**src/rtl/ddr2_host_sequencer_if.sv**
```systemverilog
// Host-side bus between the traffic sequencer (master) and the DDR2 controller (slave):
// the command/write path plus the return FIFO pop path.
interface ddr2_host_sequencer_if #(
   parameter int ADDR_W = 25,
   parameter int DATA_W = 16
);
   logic              initddr;
   logic [2:0]        cmd;
   logic [ADDR_W-1:0] addr;
   logic [DATA_W-1:0] din;
   logic              read;
   logic              ready;
   logic              notfull;
   logic              notempty;
   logic [DATA_W-1:0] dout;
   logic [ADDR_W-1:0] raddr;

   modport master (
      output initddr, cmd, addr, din, read,
      input  ready, notfull, notempty, dout, raddr
   );

   modport slave (
      input  initddr, cmd, addr, din, read,
      output ready, notfull, notempty, dout, raddr
   );
endinterface

```
**src/rtl/ddr2_host_sequencer.sv**
```systemverilog
// Self-test traffic master for the DDR2 controller: optional init, linear pattern write,
// read-back with in-order data/address checking, and a registered pass/fail report.
module ddr2_host_sequencer #(
   parameter int                ADDR_W      = 25,
   parameter int                DATA_W      = 16,
   parameter int                NW_W        = 10,
   parameter int                ERR_W       = 8,
   parameter logic [2:0]        CMD_NOP     = 3'b000,
   parameter logic [2:0]        CMD_SCR     = 3'b001,
   parameter logic [2:0]        CMD_SCW     = 3'b010,
   parameter logic [DATA_W-1:0] SEED        = 16'hA5A5,
   parameter logic [19:0]       TIMEOUT_CYC = 20'd200000
) (
   input  logic                 clk,
   input  logic                 reset,
   input  logic                 start,
   input  logic [ADDR_W-1:0]    base_addr,
   input  logic [NW_W-1:0]      num_words,
   output logic                 busy,
   output logic                 done,
   output logic                 pass,
   output logic                 timeout,
   output logic [ERR_W-1:0]     err_count,
   ddr2_host_sequencer_if.master bus
);

   typedef enum logic [2:0] {IDLE, INIT, WRITE, READ, DRAIN, DONE} state_t;

   state_t            state;
   logic [ADDR_W-1:0] base_q;
   logic [NW_W-1:0]   num_q;
   logic [NW_W-1:0]   idx;
   logic [NW_W-1:0]   pops;
   logic [NW_W-1:0]   checked;
   logic [19:0]       tcnt;
   logic              read_d;

   logic [ADDR_W-1:0] issue_addr;
   logic [ADDR_W-1:0] exp_addr;
   logic              last_issue;
   logic              checking;
   logic              last_check;
   logic              mismatch;
   logic [ERR_W-1:0]  err_next;
   logic              pop_now;

   function automatic logic [DATA_W-1:0] pattern(input logic [ADDR_W-1:0] a);
      return a[DATA_W-1:0] ^ SEED;
   endfunction

   always_comb begin
      issue_addr = base_q + ADDR_W'(idx);
      exp_addr   = base_q + ADDR_W'(checked);
      last_issue = (idx + NW_W'(1)) == num_q;
      checking   = read_d && (state == READ || state == DRAIN);
      last_check = checking && ((checked + NW_W'(1)) == num_q);
      mismatch   = (bus.dout != pattern(exp_addr)) || (bus.raddr != exp_addr);
      err_next   = err_count;
      if (checking && mismatch && (err_count != {ERR_W{1'b1}}))
         err_next = err_count + ERR_W'(1);
      // read is registered, so the FIFO's notempty lags a pop by a cycle; never pop back-to-back
      pop_now = (state == READ || state == DRAIN) && bus.notempty && !bus.read && (pops != num_q);
   end

   always_ff @(posedge clk or negedge reset) begin
      if (!reset) begin
         state       <= IDLE;
         bus.initddr <= 1'b0;
         bus.cmd     <= CMD_NOP;
         bus.addr    <= '0;
         bus.din     <= '0;
         bus.read    <= 1'b0;
         busy        <= 1'b0;
         done        <= 1'b0;
         pass        <= 1'b0;
         timeout     <= 1'b0;
         err_count   <= '0;
         base_q      <= '0;
         num_q       <= '0;
         idx         <= '0;
         pops        <= '0;
         checked     <= '0;
         tcnt        <= '0;
         read_d      <= 1'b0;
      end else begin
         read_d   <= bus.read;
         bus.read <= pop_now;
         if (pop_now)
            pops <= pops + NW_W'(1);
         if (checking) begin
            checked   <= checked + NW_W'(1);
            err_count <= err_next;
         end

         case (state)
            IDLE, DONE: begin
               bus.cmd  <= CMD_NOP;
               bus.read <= 1'b0;
               if (start) begin
                  base_q    <= base_addr;
                  num_q     <= num_words;
                  idx       <= '0;
                  pops      <= '0;
                  checked   <= '0;
                  tcnt      <= '0;
                  err_count <= '0;
                  done      <= 1'b0;
                  pass      <= 1'b0;
                  timeout   <= 1'b0;
                  if (!bus.ready) begin
                     state       <= INIT;
                     bus.initddr <= 1'b1;
                     busy        <= 1'b1;
                  end else if (num_words == '0) begin
                     state <= DONE;
                     done  <= 1'b1;
                     pass  <= 1'b1;
                  end else begin
                     state <= WRITE;
                     busy  <= 1'b1;
                  end
               end
            end

            INIT: begin
               tcnt <= tcnt + 20'd1;
               if (bus.ready) begin
                  bus.initddr <= 1'b0;
                  if (num_q == '0) begin
                     state <= DONE;
                     busy  <= 1'b0;
                     done  <= 1'b1;
                     pass  <= 1'b1;
                  end else begin
                     state <= WRITE;
                  end
               end else if (tcnt == TIMEOUT_CYC) begin
                  state       <= DONE;
                  bus.initddr <= 1'b0;
                  busy        <= 1'b0;
                  done        <= 1'b1;
                  pass        <= 1'b0;
                  timeout     <= 1'b1;
               end
            end

            WRITE: begin
               if (bus.notfull) begin
                  bus.cmd  <= CMD_SCW;
                  bus.addr <= issue_addr;
                  bus.din  <= pattern(issue_addr);
                  if (last_issue) begin
                     idx   <= '0;
                     state <= READ;
                  end else begin
                     idx <= idx + NW_W'(1);
                  end
               end else begin
                  bus.cmd <= CMD_NOP;
               end
            end

            READ: begin
               if (bus.notfull) begin
                  bus.cmd  <= CMD_SCR;
                  bus.addr <= issue_addr;
                  bus.din  <= '0;
                  if (last_issue) begin
                     idx   <= '0;
                     tcnt  <= '0;
                     state <= DRAIN;
                  end else begin
                     idx <= idx + NW_W'(1);
                  end
               end else begin
                  bus.cmd <= CMD_NOP;
               end
            end

            DRAIN: begin
               bus.cmd <= CMD_NOP;
               tcnt    <= tcnt + 20'd1;
               if (last_check) begin
                  state    <= DONE;
                  busy     <= 1'b0;
                  done     <= 1'b1;
                  pass     <= (err_next == '0);
                  bus.read <= 1'b0;
               end else if (tcnt == TIMEOUT_CYC) begin
                  state    <= DONE;
                  busy     <= 1'b0;
                  done     <= 1'b1;
                  pass     <= 1'b0;
                  timeout  <= 1'b1;
                  bus.read <= 1'b0;
               end
            end

            default: state <= IDLE;
         endcase
      end
   end

endmodule

```
**src/flat_wrapper.sv**
```systemverilog
// flat-port wrapper written by rule: the top's interface ports become plain ports
module ddr2_host_sequencer_flat 
#(
   parameter int                ADDR_W      = 25,
   parameter int                DATA_W      = 16,
   parameter int                NW_W        = 10,
   parameter int                ERR_W       = 8,
   parameter logic [2:0]        CMD_NOP     = 3'b000,
   parameter logic [2:0]        CMD_SCR     = 3'b001,
   parameter logic [2:0]        CMD_SCW     = 3'b010,
   parameter logic [DATA_W-1:0] SEED        = 16'hA5A5,
   parameter logic [19:0]       TIMEOUT_CYC = 20'd200000
)
  (clk, reset, start, base_addr, num_words, busy, done, pass, timeout, err_count, bus_initddr, bus_cmd, bus_addr, bus_din, bus_read, bus_ready, bus_notfull, bus_notempty, bus_dout, bus_raddr);
  ddr2_host_sequencer_if #(.ADDR_W(ADDR_W), .DATA_W(DATA_W)) bus_i ();
  input  logic clk;
  input  logic reset;
  input  logic start;
  input  logic [ADDR_W-1:0] base_addr;
  input  logic [NW_W-1:0] num_words;
  output logic busy;
  output logic done;
  output logic pass;
  output logic timeout;
  output logic [ERR_W-1:0] err_count;
  output wire logic [$bits(bus_i.initddr)-1:0] bus_initddr;
  output wire logic [$bits(bus_i.cmd)-1:0] bus_cmd;
  output wire logic [$bits(bus_i.addr)-1:0] bus_addr;
  output wire logic [$bits(bus_i.din)-1:0] bus_din;
  output wire logic [$bits(bus_i.read)-1:0] bus_read;
  input wire logic [$bits(bus_i.ready)-1:0] bus_ready;
  input wire logic [$bits(bus_i.notfull)-1:0] bus_notfull;
  input wire logic [$bits(bus_i.notempty)-1:0] bus_notempty;
  input wire logic [$bits(bus_i.dout)-1:0] bus_dout;
  input wire logic [$bits(bus_i.raddr)-1:0] bus_raddr;
  assign bus_initddr = bus_i.initddr;
  assign bus_cmd = bus_i.cmd;
  assign bus_addr = bus_i.addr;
  assign bus_din = bus_i.din;
  assign bus_read = bus_i.read;
  assign bus_i.ready = bus_ready;
  assign bus_i.notfull = bus_notfull;
  assign bus_i.notempty = bus_notempty;
  assign bus_i.dout = bus_dout;
  assign bus_i.raddr = bus_raddr;
  ddr2_host_sequencer #(.ADDR_W(ADDR_W), .DATA_W(DATA_W), .NW_W(NW_W), .ERR_W(ERR_W), .CMD_NOP(CMD_NOP), .CMD_SCR(CMD_SCR), .CMD_SCW(CMD_SCW), .SEED(SEED), .TIMEOUT_CYC(TIMEOUT_CYC)) u_core (.clk(clk), .reset(reset), .start(start), .base_addr(base_addr), .num_words(num_words), .busy(busy), .done(done), .pass(pass), .timeout(timeout), .err_count(err_count), .bus(bus_i));
endmodule
```
**config.mk**
```make
export PLATFORM = sky130hd
export DESIGN_NAME = ddr2_host_sequencer_flat
export DESIGN_NICKNAME = d
export VERILOG_FILES = /design/src/rtl/ddr2_host_sequencer_if.sv /design/src/rtl/ddr2_host_sequencer.sv /design/src/flat_wrapper.sv
export SDC_FILE = /design/constraint.sdc
export NUM_CORES = 1
export LEC_CHECK = 0
export ABC_CLOCK_PERIOD_IN_PS = 4590
export CAP_MARGIN = 0
export CORE_MARGIN = 8
export CORE_UTILIZATION = 40
export CTS_BUF_LIST = sky130_fd_sc_hd__clkbuf_2
export CTS_CLUSTER_DIAMETER = 30
export CTS_CLUSTER_SIZE = 25
export DETAILED_ROUTE_END_ITERATION = 7
export PLACE_DENSITY = 0.65
export SYNTH_ARGS = -nofsm -noshare
export SYNTH_HDL_FRONTEND = slang
export SYNTH_SLANG_ARGS = --single-unit
```
**constraint.sdc**
```tcl
create_clock -name clk -period 4.59 [get_ports clk]
set_input_delay 1.377 -clock clk [delete_from_list [all_inputs] [get_ports clk]]
set_output_delay 1.377 -clock clk [all_outputs]
set_load 0.05 [all_outputs]
```
======== Word-level counts from Yosys, hierarchy flattened ========
Cells that the tools add are included.
cells by class
  bitwise gates (word level) .............. 2
  reductions and logical operators ........ 34
  eq/ne operators ......................... 24
  muxes and demuxes ....................... 69
  $add $sub $neg .......................... 7
operators with widths
  operator                 number
  $mux W10                 9
  $mux W20                 3
  $pmux W20 S3             1
  $add A25 B10 Y25         2
  $mux W3                  11
  $mux W16                 2
  $mux W8                  4
  $pmux W16 S2             1
  $add A10 B1 Y10 const B  3
  $mux W1                  28
  $ne A25 B25 Y1           1
  $add A20 B1 Y20 const B  1
  $eq A10 B10 Y1           2
  $eq A20 B18 Y1 const B   1
  $logic_not A10 Y1        2
  $pmux W10 S2             1
  $ne A16 B16 Y1           1
  $not A8 Y8               2
  $reduce_and A4 Y1        4
  $pmux W3 S5              1
  $ne A2 B2 Y1 const B     6
  $pmux W1 S3              4
  $ne A10 B10 Y1           1
  $pmux W3 S3              1
  other kinds (22)         44
word-level totals
  logic and storage cells ................. 154
  bits of input ports ..................... 82
  register bits ........................... 147
  output and inout bits ................... 58

======== Longest topological paths before layout ========
  word-level depth ........................ 10
  mapped depth ............................ 16

======== Worst setup path before layout ========
Ideal clock, no wire load.
  path type ............................... input port to flip-flop
  start point ............................. input bus_dout[5]
  end point ............................... register u_core.pass
  data arrival time ....................... 3516 ps
  path slack .............................. 1007 ps
  library setup time ...................... 68 ps
  buffers on the path ..................... 1
  stages on the path ...................... 10
  path through ............................ or4b_1 a211oi_2 o2111ai_1 nor4_1 nand4_1 and3_1 buf_2 mux2i_1 o31ai_1 and4_1
between the ends
  cells in the longest elaborated chain, start to end .. 8
ends and longest elaborated chain
  element                            line                        RTL
  start, declared                    flat_wrapper.sv:34          input wire logic [$bits(bus_i.dout)-1:0] bus_dout;
  $ne A16 B16 Y1                     ddr2_host_sequencer.sv:57   mismatch = (bus.dout != pattern(exp_addr)) || (bus.raddr != exp_addr);
  $logic_or A1 B1 Y1                 ddr2_host_sequencer.sv:57
  $logic_and A1 B1 Y1 (2 in series)  ddr2_host_sequencer.sv:59   if (checking && mismatch && (err_count != {ERR_W{1'b1}}))
  $mux W8                            ddr2_host_sequencer.sv:59
  $logic_not A8 Y1                   ddr2_host_sequencer.sv:187  pass <= (err_next == '0);
  $mux W1                            ddr2_host_sequencer.sv:183  if (last_check) begin
  $pmux W1 S3                        ddr2_host_sequencer.sv:95   case (state)
  end signal, assigned               ddr2_host_sequencer.sv:187
  end, declared                      ddr2_host_sequencer.sv:21   output logic pass,
Every way passes these cells.
A chain may end at the register's enable or synchronous reset.

======== Worst setup path in the final report ========
  start point ............................. register u_core.base_q[0]
  end point ............................... register u_core.pass
between the ends
  cells in the longest elaborated chain, start to end .. 10
  elaborated cells on any way between the ends .. 11
ends and longest elaborated chain
  element                              line                        RTL
  start, declared                      ddr2_host_sequencer.sv:30   logic [ADDR_W-1:0] base_q;
  start signal, assigned               ddr2_host_sequencer.sv:100  base_q <= base_addr;
  $add A25 B10 Y25 *                   ddr2_host_sequencer.sv:53   exp_addr = base_q + ADDR_W'(checked);
  $not A8 Y8 (no line)                 --
  $ne A16 B16 Y1                       ddr2_host_sequencer.sv:57
  $logic_or A1 B1 Y1 *                 ddr2_host_sequencer.sv:57
  $logic_and A1 B1 Y1 * (2 in series)  ddr2_host_sequencer.sv:59
  $mux W8 *                            ddr2_host_sequencer.sv:59
  $logic_not A8 Y1 *                   ddr2_host_sequencer.sv:187
  $mux W1 *                            ddr2_host_sequencer.sv:183
  $pmux W1 S3 *                        ddr2_host_sequencer.sv:95
Mark *: on every way between the ends. The rest lies on a longest branch, timed or not.

==> impl_metrics.tcl <==
set metrics [dict create \
    crit_type "flop to flop" \
    wl_met2_mm 11.25 \
    die_h_um 167.9 \
    syn_inst 1034 \
    fin_setup_tns_ns 0 \
    drc 0 \
    area_growth_pct 20.83 \
    period_share 0.9315 \
    clock-sinks 146 \
    finalInstanceArea_um2 11160 \
    start_util 0.4078 \
    fmax_mhz 233.9 \
    finalHoldViolCount 0 \
    core.rowCount 55 \
    final_common_cell "dfrtp_1" \
    cap_viol_max_count 0 \
    synth.ff_latch_count 146 \
    p_per_area_nw_per_um2 567.8 \
    ios 140 \
    grt_overflow 0 \
    drt-met1-wl_mm 12.00 \
    setup_viol 0 \
    clock_latency_ns 0.73 \
    postCtsResizedCells 0 \
    setup_ws_ns 0.3146 \
    antenna_left 0 \
    crit_path_start_kind "flop" \
    grt.total_usage 0.1767 \
    drtIter0Drc 758 \
    postRouteWirelength_mm 24.70 \
    wl_met3_mm 1.147 \
    fin_crit_ns 4.275 \
    synth.avg_cell_area_um2 8.929 \
    cts_tree "done" \
    cts_root_buffer "clkbuf_2" \
    hpwl_mm 18.47 \
    pre_cts_slack_ns 0.2266 \
    routed_via_density 5.431 \
    syn_area_um2 9233 \
    async_reset_ff_frac 1.000 \
    grt_pass1_wl_mm 40.50 \
    power_leakage_nw 4.653 \
    antenna_found_initial 1 \
    routed.top_layer "met4" \
    htreeDepth 4 \
    post_route_cells_drive_above_1_share 0.07983 \
    tightest_slew_ns 0.8423 \
    gp_congestion 0.8739 \
    synth-edff-count 0 \
    clockBufferDepth 2 \
    synth_nets 1144 \
    ys.flop_type "dfrtp_1" \
    postCtsSetupBuffers 0 \
    layout.nets 1262 \
    wl_per_cell_um 17.02 \
    nFillCells 2158 \
    hold_class "flop to flop" \
    synth_seq_area_share 0.3957 \
    grt_pass1_vias 7482 \
    cts_buffers 17 \
    slew_violations 0 \
    max_slew_margin 0.4385 \
    crit_fanout 7 \
    ctsHoldBuffers 0 \
    die_x_um 167.9 \
    path_clk_slew_ns 0.20 \
    vdd_ir_drop_max_uv 222.1 \
    die-area_um2 28200 \
    status "completed" \
    endpoint_kind "flop" \
    ys_types 69 \
    fp.coreArea_um2 22640 \
    via_count 7881 \
    rsz0062_at_grt "false" \
    skew_ns 0.01883 \
    placed_area_um2 10890 \
    yosys_warnings 0 \
    crit_arrival_ns 4.96 \
    layout_common_cells "146 x dfrtp_1, 137 x clkdlybuf4s50_1, 99 x nor2_1, 91 x nand2_1, 87 x o21ai_0" \
    port_buffers 138 \
    grt_start_max_net_pins 81 \
    dr.pass1.iters 7 \
    cp.required_ns 5.27 \
]
critical path, cell delays in order, from the launching register on:
cell and delay (ns):
dfrtp_1 0.51, ha_1 0.22, inv_1 0.06, fa_1 0.41
nand2b_1 0.20, a211oi_1 0.35, o21ai_1 0.31, nor4_1 0.32
o21ai_0 0.13, a2111oi_0 0.41, buf_4 0.18, nand4_1 0.08
buf_4 0.17, and3_1 0.21, a2111o_1 0.42, nand3_1 0.08
and4_1 0.18
synth_stat cells, drive strengths merged, types with 11 or more instances:
master	count	area (um^2)
nor4	12	75.07
a21oi	45	225.2
mux2	37	416.7
xor2	66	578.1
xnor2	57	499.2
and2	11	71.32
and3	17	106.4
nand3	51	255.2
clkbuf	45	168.9
nand4	16	100.1
o21ai	89	445.4
nor2	100	377.9
nand2	92	345.3
o31ai	13	97.59
nand2b	14	87.58
ha	26	325.3
inv	28	105.1
nor2b	15	93.84
dfrtp	146	3654
nor3	21	110.1
metrics by stage:
step,utilization,hold WS [ns],total power (W),std cells
finish,0.4927,0.4604,0.006334,1451
global route,0.4927,0.4841,0.006761,1451
CTS,0.4926,0.4544,0.006362,1450
detailed placement,0.4811,0.4234,0.005523,1418
global placement,0.4811,0.4166,0.005489,1418
floorplan,-,0.4955,0.004455,1034
kinds of logic (layout without fill, tap and decap cells):
| kind of cell | count (synthesis) | after routing | synth area share |
|---|---|---|---|
| muxes | 45 | 45 | 0.05380 |
| other | 1 | 2 | 0.0004062 |
| AOI/OAI and AO/OA | 222 | 222 | 0.1512 |
| and+or+nand+nor | 387 | 387 | 0.2086 |
| buffers and inverters | 82 | 213 | 0.03402 |
| DFF | 146 | 146 | 0.3957 |
| xor gates and xnor gates | 123 | 123 | 0.1167 |
| adders and majority gates | 28 | 28 | 0.03957 |
power breakdown:
part | leakage [nW] | internal [W] | switching (W)
Clock | 0.156 | 0.000353 | 0.000474
Sequential | 1.89 | 0.00167 | 0.000568
Combinational | 2.60 | 0.00132 | 0.00194
routing by layer:
metal  GRT usage  up-vias
met4     0.04581        0
met5           0        -
met3     0.03485       18
met1      0.2479     3771
li1            -     3905
met2      0.2742      187
state kept, by name, summed over array words and instances (netlist names):
register / count
u_core.pass: 1
u_core.pops: 10
u_core.err_count: 8
u_core.read_d: 1
u_core.bus.read: 1
u_core.base_q: 25
u_core.bus.addr: 25
u_core.bus.cmd: 2
u_core.bus.initddr: 1
u_core.timeout: 1
u_core.state: 3
u_core.checked: 10
u_core.busy: 1
u_core.num_q: 10
u_core.bus.din: 16
u_core.idx: 10
u_core.tcnt: 20
u_core.done: 1
layout make-up:
class	instances	area [um^2]	share of cell area
tap	285	356.6	0.03197
inverter	28	105.1	0.009421
antenna	1	2.502	0.0002243
clock buffer	19	95.09	0.008524
timing repair buffer	153	1508	0.1352
sequential	146	3654	0.3275
multi-input combinational	806	5269	0.4723
clock inverter	13	166.4	0.01492
worst paths after layout:
kind / startpoint / end / slack (ns) / cells after the start
max: u_core.base_q[0]$_DFFE_PN0P_ / u_core.pass$_DFFE_PN0P_ / 0.31 / 16
min: u_core.bus.read$_DFF_PN0_ / u_core.read_d$_DFF_PN0_ / 0.46 / 0
max reg2reg: u_core.base_q[0]$_DFFE_PN0P_ / u_core.pass$_DFFE_PN0P_ / 0.31 / 16
min reg2reg: u_core.bus.read$_DFF_PN0_ / u_core.read_d$_DFF_PN0_ / 0.46 / 0
max in group asynchronous: reset / u_core.checked[7]$_DFF_PN0_ / 3.15 / 2
min in group asynchronous: reset / u_core.tcnt[18]$_DFFE_PN0P_ / 0.61 / 1
Note: power is estimated with default switching activity, not from simulation.
